File: src/rtl/capture_control.sv
// rtl/capture_control.sv - sample-capture sequencer: pre-trigger fill, armed circular write, post-trigger count
//
// Purpose: drives the sample-RAM write port and the trigger-stage enable for
// one capture per Start_Write rising edge, and reports where the trigger landed.
//
// Ports:
//   CLK          system clock
//   nRST         asynchronous active-low reset
//   Start_Write  MCU run level; rising edge starts, low aborts a running capture
//   CLK_EN       sample strobe, one sample per cycle with CLK_EN=1
//   Trig_IN      trigger from the trigger stage
//   Force_Trig   MCU forced trigger
//   Pretrig_Len  samples written before arming
//   Post_Len     samples written after the trigger sample
//   WR_ADDR      RAM write address (registered)
//   WR_EN        RAM write strobe (registered)
//   Enable_Trig  enable for the trigger stage
//   Trig_Addr    address of the trigger sample
//   Busy         capture in progress
//   Done         capture complete
module capture_control #(
  parameter int ADDR_W = 13
) (
  input  logic              CLK,
  input  logic              nRST,
  input  logic              Start_Write,
  input  logic              CLK_EN,
  input  logic              Trig_IN,
  input  logic              Force_Trig,
  input  logic [ADDR_W-1:0] Pretrig_Len,
  input  logic [ADDR_W-1:0] Post_Len,
  output logic [ADDR_W-1:0] WR_ADDR,
  output logic              WR_EN,
  output logic              Enable_Trig,
  output logic [ADDR_W-1:0] Trig_Addr,
  output logic              Busy,
  output logic              Done
);

  typedef enum logic [2:0] {
    S_IDLE,
    S_PRE,
    S_ARMED,
    S_POST,
    S_DONE
  } state_t;

  state_t            state, state_nxt;
  logic              start_d;
  logic [ADDR_W-1:0] ptr, ptr_nxt;
  logic [ADDR_W-1:0] pre_cnt, pre_cnt_nxt;
  logic [ADDR_W-1:0] post_cnt, post_cnt_nxt;
  logic [ADDR_W-1:0] post_len_q, post_len_nxt;
  logic [ADDR_W-1:0] wr_addr_nxt, trig_addr_nxt;
  logic              wr_en_nxt, en_trig_nxt, busy_nxt, done_nxt;

  logic start_edge;
  logic capturing;
  logic abort;
  logic do_write;

  assign start_edge = Start_Write & ~start_d;
  assign capturing  = (state == S_PRE) || (state == S_ARMED) || (state == S_POST);
  // Abort wins over everything on the same edge, including the write.
  assign abort      = capturing & ~Start_Write;
  assign do_write   = capturing & Start_Write & CLK_EN;

  always_ff @(posedge CLK or negedge nRST) begin
    if (!nRST) begin
      state       <= S_IDLE;
      start_d     <= 1'b0;
      ptr         <= '0;
      pre_cnt     <= '0;
      post_cnt    <= '0;
      post_len_q  <= '0;
      WR_ADDR     <= '0;
      WR_EN       <= 1'b0;
      Enable_Trig <= 1'b0;
      Trig_Addr   <= '0;
      Busy        <= 1'b0;
      Done        <= 1'b0;
    end else begin
      state       <= state_nxt;
      start_d     <= Start_Write;
      ptr         <= ptr_nxt;
      pre_cnt     <= pre_cnt_nxt;
      post_cnt    <= post_cnt_nxt;
      post_len_q  <= post_len_nxt;
      WR_ADDR     <= wr_addr_nxt;
      WR_EN       <= wr_en_nxt;
      Enable_Trig <= en_trig_nxt;
      Trig_Addr   <= trig_addr_nxt;
      Busy        <= busy_nxt;
      Done        <= done_nxt;
    end
  end

  always_comb begin
    state_nxt     = state;
    ptr_nxt       = ptr;
    pre_cnt_nxt   = pre_cnt;
    post_cnt_nxt  = post_cnt;
    post_len_nxt  = post_len_q;
    wr_addr_nxt   = WR_ADDR;
    wr_en_nxt     = 1'b0;
    trig_addr_nxt = Trig_Addr;
    en_trig_nxt   = Enable_Trig;
    busy_nxt      = Busy;
    done_nxt      = Done;

    if (abort) begin
      state_nxt   = S_IDLE;
      busy_nxt    = 1'b0;
      en_trig_nxt = 1'b0;
    end else begin
      case (state)
        S_IDLE, S_DONE: begin
          if (start_edge) begin
            ptr_nxt      = '0;
            done_nxt     = 1'b0;
            busy_nxt     = 1'b1;
            post_len_nxt = Post_Len;
            // Pretrig_Len is captured directly into the down-counter.
            if (Pretrig_Len == '0) begin
              state_nxt   = S_ARMED;
              en_trig_nxt = 1'b1;
            end else begin
              state_nxt   = S_PRE;
              pre_cnt_nxt = Pretrig_Len;
            end
          end
        end
        S_PRE: begin
          if (CLK_EN) begin
            pre_cnt_nxt = pre_cnt - 1'b1;
            if (pre_cnt == 1) begin
              state_nxt   = S_ARMED;
              en_trig_nxt = 1'b1;
            end
          end
        end
        S_ARMED: begin
          // The write made on the trigger cycle is the trigger sample itself.
          if (CLK_EN && (Trig_IN || Force_Trig)) begin
            trig_addr_nxt = ptr;
            en_trig_nxt   = 1'b0;
            if (post_len_q == '0) begin
              state_nxt = S_DONE;
              busy_nxt  = 1'b0;
              done_nxt  = 1'b1;
            end else begin
              state_nxt    = S_POST;
              post_cnt_nxt = post_len_q;
            end
          end
        end
        S_POST: begin
          if (CLK_EN) begin
            post_cnt_nxt = post_cnt - 1'b1;
            if (post_cnt == 1) begin
              state_nxt = S_DONE;
              busy_nxt  = 1'b0;
              done_nxt  = 1'b1;
            end
          end
        end
        default: state_nxt = S_IDLE;
      endcase
    end

    if (do_write) begin
      wr_en_nxt   = 1'b1;
      wr_addr_nxt = ptr;
      ptr_nxt     = ptr + 1'b1;
    end
  end

endmodule

File: config.mk
export PLATFORM = sky130hd
export DESIGN_NAME = capture_control
export DESIGN_NICKNAME = d
export VERILOG_FILES = /design/src/rtl/capture_control.sv
export SDC_FILE = /design/constraint.sdc
export NUM_CORES = 1
export LEC_CHECK = 0
export ABC_CLOCK_PERIOD_IN_PS = 2020
export BUFFER_PORTS_ARGS = -buffer_cell sky130_fd_sc_hd__buf_2
export CORE_MARGIN = 5
export CORE_UTILIZATION = 50
export DETAILED_ROUTE_END_ITERATION = 16
export GPL_ROUTABILITY_DRIVEN = 1
export PLACE_DENSITY = 0.82
export REMOVE_ABC_BUFFERS = 1
export SLEW_MARGIN = 25
export SYNTH_ARGS = -nofsm -noshare
export SYNTH_HDL_FRONTEND = slang
export SYNTH_SLANG_ARGS = --single-unit
File: constraint.sdc
create_clock -name CLK -period 2.02 [get_ports CLK]
set_input_delay 0.202 -clock CLK [delete_from_list [all_inputs] [get_ports CLK]]
set_output_delay 0.202 -clock CLK [all_outputs]
set_load 0.03 [all_outputs]
==> flow_metrics.py, run 1 <==
metrics = {
    "pwr": {
        "power_w": 0.00671,
        "ir_drop_mv": 0.463,
        "p_leak_nw": 2.36,
        "power-per-cell-area_mw_per_mm2": 1310,
    },
    "cells_and_area": {
        "final_nets": 530,
        "design_area_mm2": 0.00511,
        "final_cell_count_no_fill": 606,
        "area_delta_synth_final_pct": 17.8,
        "drive_gt1_share_pct": 31.5,
        "diodes": 0,
    },
    "cts": {
        "clock-sinks": 86,
        "root_buffer": "clkbuf_8",
        "clk_pin_slew_ps": 100,
        "cts_tree": "built",
        "ctsLongestPathBuffers": 2,
        "cts_setup_buffers": 0,
        "worstSkewPairLatency_ps": 370,
        "htreeDepth": 3,
        "cts_buffers": 9,
    },
    "floorplanning": {
        "initial_utilization_pct": 50.5,
        "ios": 62,
        "core-area_mm2": 0.00859,
        "die_y_um": 103,
        "dieArea_mm2": 0.0106,
        "rows": 34,
        "die_x_um": 103,
    },
    "timing": {
        "fin_skew_ps": 15.8,
        "tns_ps": 0,
        "timing.final.crit_period_ps": 1930,
        "setup_viol": 0,
        "rsz0062_at_grt": "no",
        "worstMarginPinSlew_ps": 474,
        "finalCritPeriodShare_pct": 95.5,
        "hold_viol": 0,
        "slew_violations": 0,
        "max_freq_mhz": 519,
        "slew_headroom_pct": 68.1,
    },
    "yosys": {
        "async_flop_share_pct": 100,
        "avgSynthCellArea_um2": 10.5,
        "ys_warn_count": 0,
        "synthCells": 415,
        "synth_largest_area_cell": "dfrtp_1",
        "synth_ff_type": "dfrtp_1",
        "synth-edff-count": 0,
        "ys_seq_area_share_pct": 49.6,
        "syn-cell-area_mm2": 0.00434,
        "ys_top_cells_by_area": "dfrtp_1, mux2_2, nor2_1, o21ai_0, a21oi_1",
        "synth_top_area_share_pct": 49.6,
        "yosysUniqueCellTypes": 56,
        "ys_ff_latch": 86,
    },
    "worst_setup_path": {
        "cpPeakStageDelay_ps": 580,
        "r2r.worst_path.cells": 4,
        "required_ps": 2290,
        "crit_chain": "or4_4 -> or4_4 -> o22a_1 -> o22a_1",
        "critPathSlowestCell": "or4_4",
        "critical_path_class": "reg -> reg",
        "cp_max_fo": 5,
        "critPathArrivalTime_ps": 2200,
        "cp-end-kind": "register",
        "start_kind": "register",
    },
    "global_routing": {
        "overflow": 0,
        "grtUsageTotal_pct": 19.3,
        "grt_max_degree": 36,
        "grt_pass1_wl_um": 16200,
        "antenna_found_initial": 0,
        "grt_pass1_vias": 3513,
    },
    "status": {
        "outcome": "finished clean",
    },
    "route": {
        "drtIter0Drc": 250,
        "vias": 3462,
        "routed_wl_um": 9910,
        "dr_wl_met3_um": 513,
        "wl_per_cell_um": 16.4,
        "met1_length_um": 4400,
        "first_pass_iters": 5,
        "viasPerCell": 5.71,
        "drc": 0,
        "routed.top_layer": "met4",
        "met2_length_um": 4770,
        "ant_nets": 0,
    },
    "place": {
        "dp.cells": 589,
        "placed_area_mm2": 0.00489,
        "io_buffer_count": 61,
        "dp.final_hpwl_um": 7160,
        "place_congestion": 0.900,
    },
    "min_path": {
        "hold_path_class": "in -> reg",
        "hold-path-cell-count": 2,
    },
    "run": {
        "maxCapViolCount": 0,
    },
}
[timing repair]
| item | in CTS | in global routing |
|---|---|---|
| endpoints found under the hold margin | 31 | 0 |
| gates resized for setup | 0 | 3 |
| endpoints found under the setup margin | 0 | 1 |
| hold buffers | 1 | 0 |
[stage by stage]
step	setup slack (ps)	util, %	hold slack [ps]
floorplan	-595	-	-93.6
global placement	130	56.9	169
detailed placement	53.4	56.9	175
CTS	38.6	59.3	47.4
global route	5.17	59.5	52.3
finish	91.7	59.5	60.1
[registers in the layout, summed over array words and instances (netlist names)]
register / flops
Trig_Addr: 13
post_len_q: 13
Done: 1
start_d: 1
state: 3
Enable_Trig: 1
Busy: 1
pre_cnt: 13
post_cnt: 13
WR_EN: 1
WR_ADDR: 13
ptr: 13
[worst paths after layout]
| path | startpoint | end | slack, ps |
|---|---|---|---|
| worst min-delay path | Post_Len[3] | post_len_q[3] | 60 |
| worst max-delay path | pre_cnt[0] | pre_cnt[7] | 90 |
| worst min register to register | Trig_Addr[10] | Trig_Addr[10] | 510 |
| max in group asynchronous | nRST | Busy | 1080 |
| worst max register to register | pre_cnt[0] | pre_cnt[7] | 90 |
| min in group asynchronous | nRST | pre_cnt[7] | 310 |
[cells by family (layout without fill, tap and decap cells)]
kind of cell | count (synthesis) | count (layout) | share of synthesized area, %
and+or+nand+nor | 139 | 139 | 16.9
adders and majority gates | 5 | 5 | 1.44
DFF | 86 | 86 | 49.6
muxes | 42 | 42 | 11.1
AOI/OAI and AO/OA | 108 | 108 | 16.1
buffers and inverters | 29 | 112 | 3.60
xor gates and xnor gates | 6 | 6 | 1.21
[per-layer routing]
| metal | track usage (%) | vias to the layer above |
|---|---|---|
| li1 | - | 1678 |
| met1 | 26.1 | 1667 |
| met2 | 30.3 | 100 |
| met3 | 3.96 | 17 |
| met4 | 8.57 | 0 |
| met5 | 0 | - |
[layout make-up]
| class | count | area (um^2) |
|---|---|---|
| multi-input combinational | 300 | 2060 |
| clock buffer | 9 | 124 |
| tap | 108 | 135 |
| clock inverter | 7 | 76.3 |
| fill | 728 | 3480 |
| timing repair buffer | 89 | 546 |
| sequential | 86 | 2150 |
| inverter | 7 | 26.3 |
[cells in the mapped netlist, types with 3 or more instances]
master and instances:
a211oi_1 3, a21oi_1 24, a22oi_1 8, a31oi_1 4
buf_2 14, buf_6 3, clkbuf_1 3, dfrtp_1 86
ha_1 5, inv_1 7, mux2_2 40, nand2_1 23
nand2b_1 4, nand3_1 9, nand4_1 7, nor2_1 45
nor3_1 13, nor3b_1 4, nor4_1 7, o21a_1 4
o21ai_0 31, o21ai_1 3, o21bai_1 4, o22a_1 7
o2bb2ai_1 6, or4_1 5, xor2_1 5
[power by group]
part           internal (W)  total [W]  leakage, nW  switching [W]
Combinational       0.00122    0.00270         1.15        0.00148
Sequential          0.00225    0.00281         1.11       0.000557
Clock              0.000489    0.00120        0.102       0.000712
Total               0.00396    0.00671         2.36        0.00275
[cell usage in the layout (no fill, tap or decap), types with 3 or more instances in the layout]
cell type,instances
clkinv_4,3
a31oi_1,4
nor4_1,7
nor3b_1,4
or4_1,5
a22oi_1,8
o21a_1,4
nand2b_1,4
nand4_1,7
nand2_1,23
inv_1,7
o2bb2ai_1,6
buf_2,60
mux2_2,40
buf_4,26
a21oi_1,24
nand3_1,9
inv_8,3
ha_1,5
nor3_1,11
nor2_1,45
o21bai_1,4
clkbuf_8,9
o21ai_1,3
o21ai_0,31
xor2_1,5
o22a_1,7
nor3_2,4
dfrtp_1,86
[critical path: cells and delay by family (launching register included)]
kind	cells	cell delay, ps
DFF	1	430
AOI/OAI and AO/OA	2	380
and+or+nand+nor	2	1030
Power figures use the tool's default switching activity.
==> run 2: changes to the inputs <==
Settings changed: SETUP_SLACK_MARGIN set to 0.5.
==> flow_metrics.py, run 2 (same netlist as run 1, synthesis figures left out) <==
metrics = {
    "status": {
        "outcome": "finished with violations",
        "violations": "setup timing",
    },
    "worst_setup_path": {
        "crit_chain": "buf_6 -> buf_6 -> o2bb2ai_1 -> a32oi_2 -> buf_4 -> buf_4 -> a31oi_1",
        "critPathArrivalTime_ps": 2480,
        "required_ps": 2310,
        "cp_max_fo": 5,
        "r2r_slack_ps": -170,
        "cpPeakStageDelay_ps": 480,
        "r2r.worst_path.cells": 7,
        "crit_start": "state[1]",
        "critPathSlowestCell": "o2bb2ai_1",
        "start_kind": "register",
        "r2r-start": "state[1]",
        "critical_path_class": "reg -> reg",
        "crit_end": "state[1]",
        "r2r_end": "state[1]",
        "cp-end-kind": "register",
    },
    "timing": {
        "worstMarginPinSlew_ps": 714,
        "finalCritPeriodShare_pct": 108,
        "rsz0062_at_grt": "yes",
        "hold_viol": 0,
        "whs_ps": 45.7,
        "max_freq_mhz": 457,
        "timing.final.crit_period_ps": 2190,
        "slew_headroom_pct": 51.9,
        "setup_viol": 4,
        "slew_violations": 0,
        "worst_slack_ps": -169,
        "fin_skew_ps": 21.8,
    },
    "route": {
        "routed_wl_um": 17900,
        "vias": 4526,
        "viasPerCell": 6.65,
        "drtIter0Drc": 547,
        "first_pass_iters": 5,
        "ant_nets": 0,
        "drc": 0,
        "wl_per_cell_um": 26.2,
    },
    "cts": {
        "cts_buffers": 9,
        "clk_pin_slew_ps": 110,
        "root_buffer": "clkbuf_8",
        "ctsLongestPathBuffers": 2,
        "cts_tree": "built",
        "clock-sinks": 86,
        "htreeDepth": 3,
        "worstSkewPairLatency_ps": 390,
    },
    "global_routing": {
        "grt_max_degree": 36,
        "grtUsageTotal_pct": 28.6,
        "overflow": 0,
        "antenna_found_initial": 0,
        "grt_pass1_vias": 4313,
        "grt_pass1_wl_um": 23200,
    },
    "place": {
        "place_congestion": 0.900,
        "io_buffer_count": 61,
        "placed_area_mm2": 0.00489,
        "dp.final_hpwl_um": 7160,
        "dp_worst_setup_slack_ps": 53.4,
    },
    "floorplanning": {
        "die_x_um": 103,
        "die_y_um": 103,
        "dieArea_mm2": 0.0106,
        "ios": 62,
        "core-area_mm2": 0.00859,
        "rows": 34,
        "initial_utilization_pct": 50.5,
    },
    "cells_and_area": {
        "multi_input_area_mm2": 0.00279,
        "final_common_cell": "dfrtp_1",
        "drive_gt1_share_pct": 58.5,
        "diodes": 0,
        "final_nets": 605,
        "design_area_mm2": 0.00682,
        "utilization_pct": 79.4,
        "fill_cells": 428,
        "mostFrequentLayoutCells": "dfrtp_1, buf_2, buf_4",
        "area_delta_synth_final_pct": 57.2,
        "regArea_mm2": 0.00216,
    },
    "pwr": {
        "power-per-cell-area_mw_per_mm2": 1460,
        "p_leak_nw": 3.03,
        "power_w": 0.00997,
        "ir_drop_mv": 0.627,
    },
    "min_path": {
        "hold_path_class": "in -> reg",
    },
    "run": {
        "maxCapViolCount": 0,
    },
}
run 2: cell count changes in the layout (fill, tap and decap cells not counted), sizes merged:
cell / before / now
bufbuf: 0 / 1
clkbuf: 9 / 10
buf: 88 / 161
run 2: repair_timing:
action | 4_1_cts | 5_1_grt
cloned | 13 | 0
hold endpoints to repair | 31 | 0
endpoints found under the setup margin | 83 | 84
buffers inserted | 37 | 25
pin swaps | 46 | 32
gates resized for setup | 176 | 98
hold buffers | 1 | 0
run 2: stage by stage:
stage	TNS [ps]	cells
after detailed placement	0	589
after CTS	0	656
final	-363	681
after global routing	-540	681
after global placement	0	589
after floorplan	-9800	393
run 2: where the power goes:
group / switching, W / internal (W)
registers: 0.000831 / 0.00226
clock network: 0.000773 / 0.000490
logic: 0.00282 / 0.00279
total: 0.00442 / 0.00554
run 2: worst min-delay path by stage:
stage | to | cells past startpoint | startpoint | slack (ps)
3_3_place_gp | pre_cnt[9] | 1 | nRST | 170
6_report | post_len_q[2] | 2 | Post_Len[2] | 50
4_1_cts | post_len_q[3] | 2 | Post_Len[3] | 50
2_1_floorplan | Busy | 0 | nRST | -90
3_5_place_dp | pre_cnt[7] | 1 | nRST | 180
5_1_grt | post_len_q[2] | 2 | Post_Len[2] | 30
run 2: worst max-delay path: cells and delay by family, from the launching register on:
family | cells | cell delay, ps
compound gates | 3 | 940
buf+inv | 4 | 650
flops | 1 | 470
run 2: area by class of cell:
| class | count | share of cell area [%] |
|---|---|---|
| inverter | 7 | 0.532 |
| sequential | 86 | 31.6 |
| timing repair buffer | 164 | 22.0 |
| clock inverter | 7 | 1.12 |
| clock buffer | 9 | 1.82 |
| tap | 108 | 1.98 |
| multi-input combinational | 300 | 40.9 |
run 2: layer usage:
layer  track usage [%]  part of all wire [%]
met4              13.1                   6.9
met2              46.3                    47
met5                 0                     0
met1              36.0                    37
met3              7.65                   9.6
==> run 3: changes to the inputs <==
Settings changed: CORE_ASPECT_RATIO set to 0.8.
==> flow_metrics.py, run 3 (same netlist as run 1, synthesis figures left out) <==
metrics = {
    "worst_setup_path": {
        "start_kind": "register",
        "r2r_end": "ptr[9]",
        "required_ps": 2340,
        "cp_max_fo": 5,
        "crit_chain": "buf_6 -> nor2_4 -> mux2i_4 -> nand3_4 -> or4_1 -> a21oi_1",
        "crit_cells": 6,
        "critPathSlowestCell": "or4_1",
        "critPathArrivalTime_ps": 2320,
        "cpPeakStageDelay_ps": 530,
        "r2r.worst_path.cells": 6,
        "cp-end-kind": "register",
        "r2r_slack_ps": 20,
        "r2r-start": "state[1]",
        "critical_path.top_delay_family": "simple AND/OR/NAND/NOR gates",
        "critical_path_class": "reg -> reg",
        "cp_num_buf_inv": 1,
    },
    "cells_and_area": {
        "final_common_cell": "dfrtp_1",
        "design_area_mm2": 0.00700,
        "final_nets": 612,
        "drive_gt1_share_pct": 61.4,
        "multi_input_area_mm2": 0.00283,
        "mostFrequentLayoutCells": "dfrtp_1, buf_2, buf_4",
        "area_delta_synth_final_pct": 61.2,
        "fill_cells": 394,
        "regArea_mm2": 0.00216,
        "diodes": 0,
    },
    "global_routing": {
        "antenna_found_initial": 0,
        "grt_max_degree": 35,
        "grt_pass1_wl_um": 24200,
        "overflow": 0,
        "grt_pass1_vias": 4599,
        "grtUsageTotal_pct": 29.2,
    },
    "timing": {
        "rsz0062_at_grt": "yes",
        "max_freq_mhz": 500,
        "hold_viol": 0,
        "worstMarginPinSlew_ps": 883,
        "slew_headroom_pct": 40.6,
        "slew_violations": 0,
        "finalCritPeriodShare_pct": 99.0,
        "timing.final.crit_period_ps": 2000,
        "tns_ps": 0,
        "setup_viol": 0,
        "fin_skew_ps": 20.1,
    },
    "route": {
        "ant_nets": 0,
        "viasPerCell": 6.75,
        "vias": 4674,
        "drtIter0Drc": 584,
        "drc": 0,
        "wl_per_cell_um": 27.3,
        "first_pass_iters": 5,
        "routed_wl_um": 18900,
    },
    "pwr": {
        "p_leak_nw": 3.11,
        "intPower_w": 0.00574,
        "p_sw_share_pct": 44.5,
        "p_switching_w": 0.00461,
        "combPwrFrac_pct": 57.9,
        "ir_drop_mv": 0.777,
        "clkPwrFrac_pct": 12.5,
        "power-per-cell-area_mw_per_mm2": 1480,
        "power.share.sequential_pct": 29.6,
    },
    "place": {
        "dp.final_hpwl_um": 7260,
        "place_congestion": 0.888,
        "placed_area_mm2": 0.00490,
        "io_buffer_count": 61,
    },
    "status": {
        "outcome": "finished clean",
    },
    "cts": {
        "cts_buffers": 9,
        "ctsLongestPathBuffers": 2,
        "cts_tree": "built",
        "root_buffer": "clkbuf_8",
        "htreeDepth": 3,
        "clk_pin_slew_ps": 110,
        "clock-sinks": 86,
        "worstSkewPairLatency_ps": 390,
    },
    "floorplanning": {
        "die_x_um": 114,
        "ios": 62,
        "die_y_um": 93.3,
        "core-area_mm2": 0.00848,
        "dieArea_mm2": 0.0107,
        "initial_utilization_pct": 51.2,
        "rows": 30,
    },
    "run": {
        "maxCapViolCount": 0,
    },
    "min_path": {
        "hp-start": "Post_Len[10]",
        "hold-path-cell-count": 2,
        "min_to": "post_len_q[10]",
        "hold_path_class": "in -> reg",
    },
}
-- run 3: cell count changes in the layout (fill, tap and decap cells not counted), sizes merged --
cell and delta:
buf +6, clkbuf +2, bufbuf -1
-- run 3: final cells by class --
cell class / instances / share of cell area, %
repair buffers: 171 / 23.2
inverters: 7 / 0.590
clock buffers: 9 / 1.77
flip-flops and latches: 86 / 30.9
multi-input cells: 300 / 40.5
well taps: 112 / 2.00
clock inverters: 7 / 1.09
-- run 3: how the worst max path moves through the flow --
stage / startpoint / slack, ps / end
after global placement: post_cnt[0] / 130 / state[0]
final: state[1] / 20 / ptr[9]
after CTS: pre_cnt[2] / 150 / pre_cnt[7]
after global routing: pre_cnt[1] / -20 / pre_cnt[9]
after floorplan: state[1] / -590 / pre_cnt[0]
after detailed placement: post_cnt[0] / 70 / state[0]
-- run 3: what timing repair did --
action / in CTS / in global routing
cloned: 11 / 2
setup endpoints to repair: 84 / 85
pin swaps: 46 / 38
hold buffers: 1 / 0
hold endpoints to repair: 30 / 0
buffers inserted: 46 / 22
resized for setup: 181 / 103
-- run 3: worst register-to-register path: cells and delay by family, from the launching register on --
| family | cells | cell delay [ps] |
|---|---|---|
| AO/OA/AOI/OAI | 1 | 150 |
| buffers and inverters | 1 | 150 |
| flip-flops | 1 | 430 |
| multiplexers | 1 | 330 |
| AND/OR/NAND/NOR | 3 | 880 |
-- run 3: metrics by stage --
step / worst slack [ps] / hold slack [ps] / instances / total power, W / util, %
finish: 19.3 / 41.0 / 692 / 0.0104 / 82.5
global route: -22.0 / 34.8 / 692 / 0.0107 / 82.5
CTS: 153 / 47.3 / 668 / 0.00857 / 75.2
detailed placement: 67.8 / 178 / 594 / 0.00551 / 57.8
global placement: 129 / 175 / 594 / 0.00536 / 57.8
floorplan: -595 / -93.6 / 393 / 0.00453 / -
-- run 3: per-layer routing --
metal	vias to the layer above	routed length [um]	track usage [%]	share of wire (%)
met5	-	0	0	0
met4	0	1420	15.7	7.5
met3	136	1740	7.18	9.2
met2	390	8910	48.0	47
met1	2277	6850	35.4	36
li1	1871	-	-	-
-- run 3: power groups by stage --
stage / Sequential, W / Combinational (W) / Clock [W]
detailed placement: 0.00284 / 0.00267 / 0
global placement: 0.00279 / 0.00256 / 0
CTS: 0.00285 / 0.00449 / 0.00123
finish: 0.00307 / 0.00599 / 0.00129
global route: 0.00308 / 0.00622 / 0.00135
floorplan: 0.00291 / 0.00163 / 0
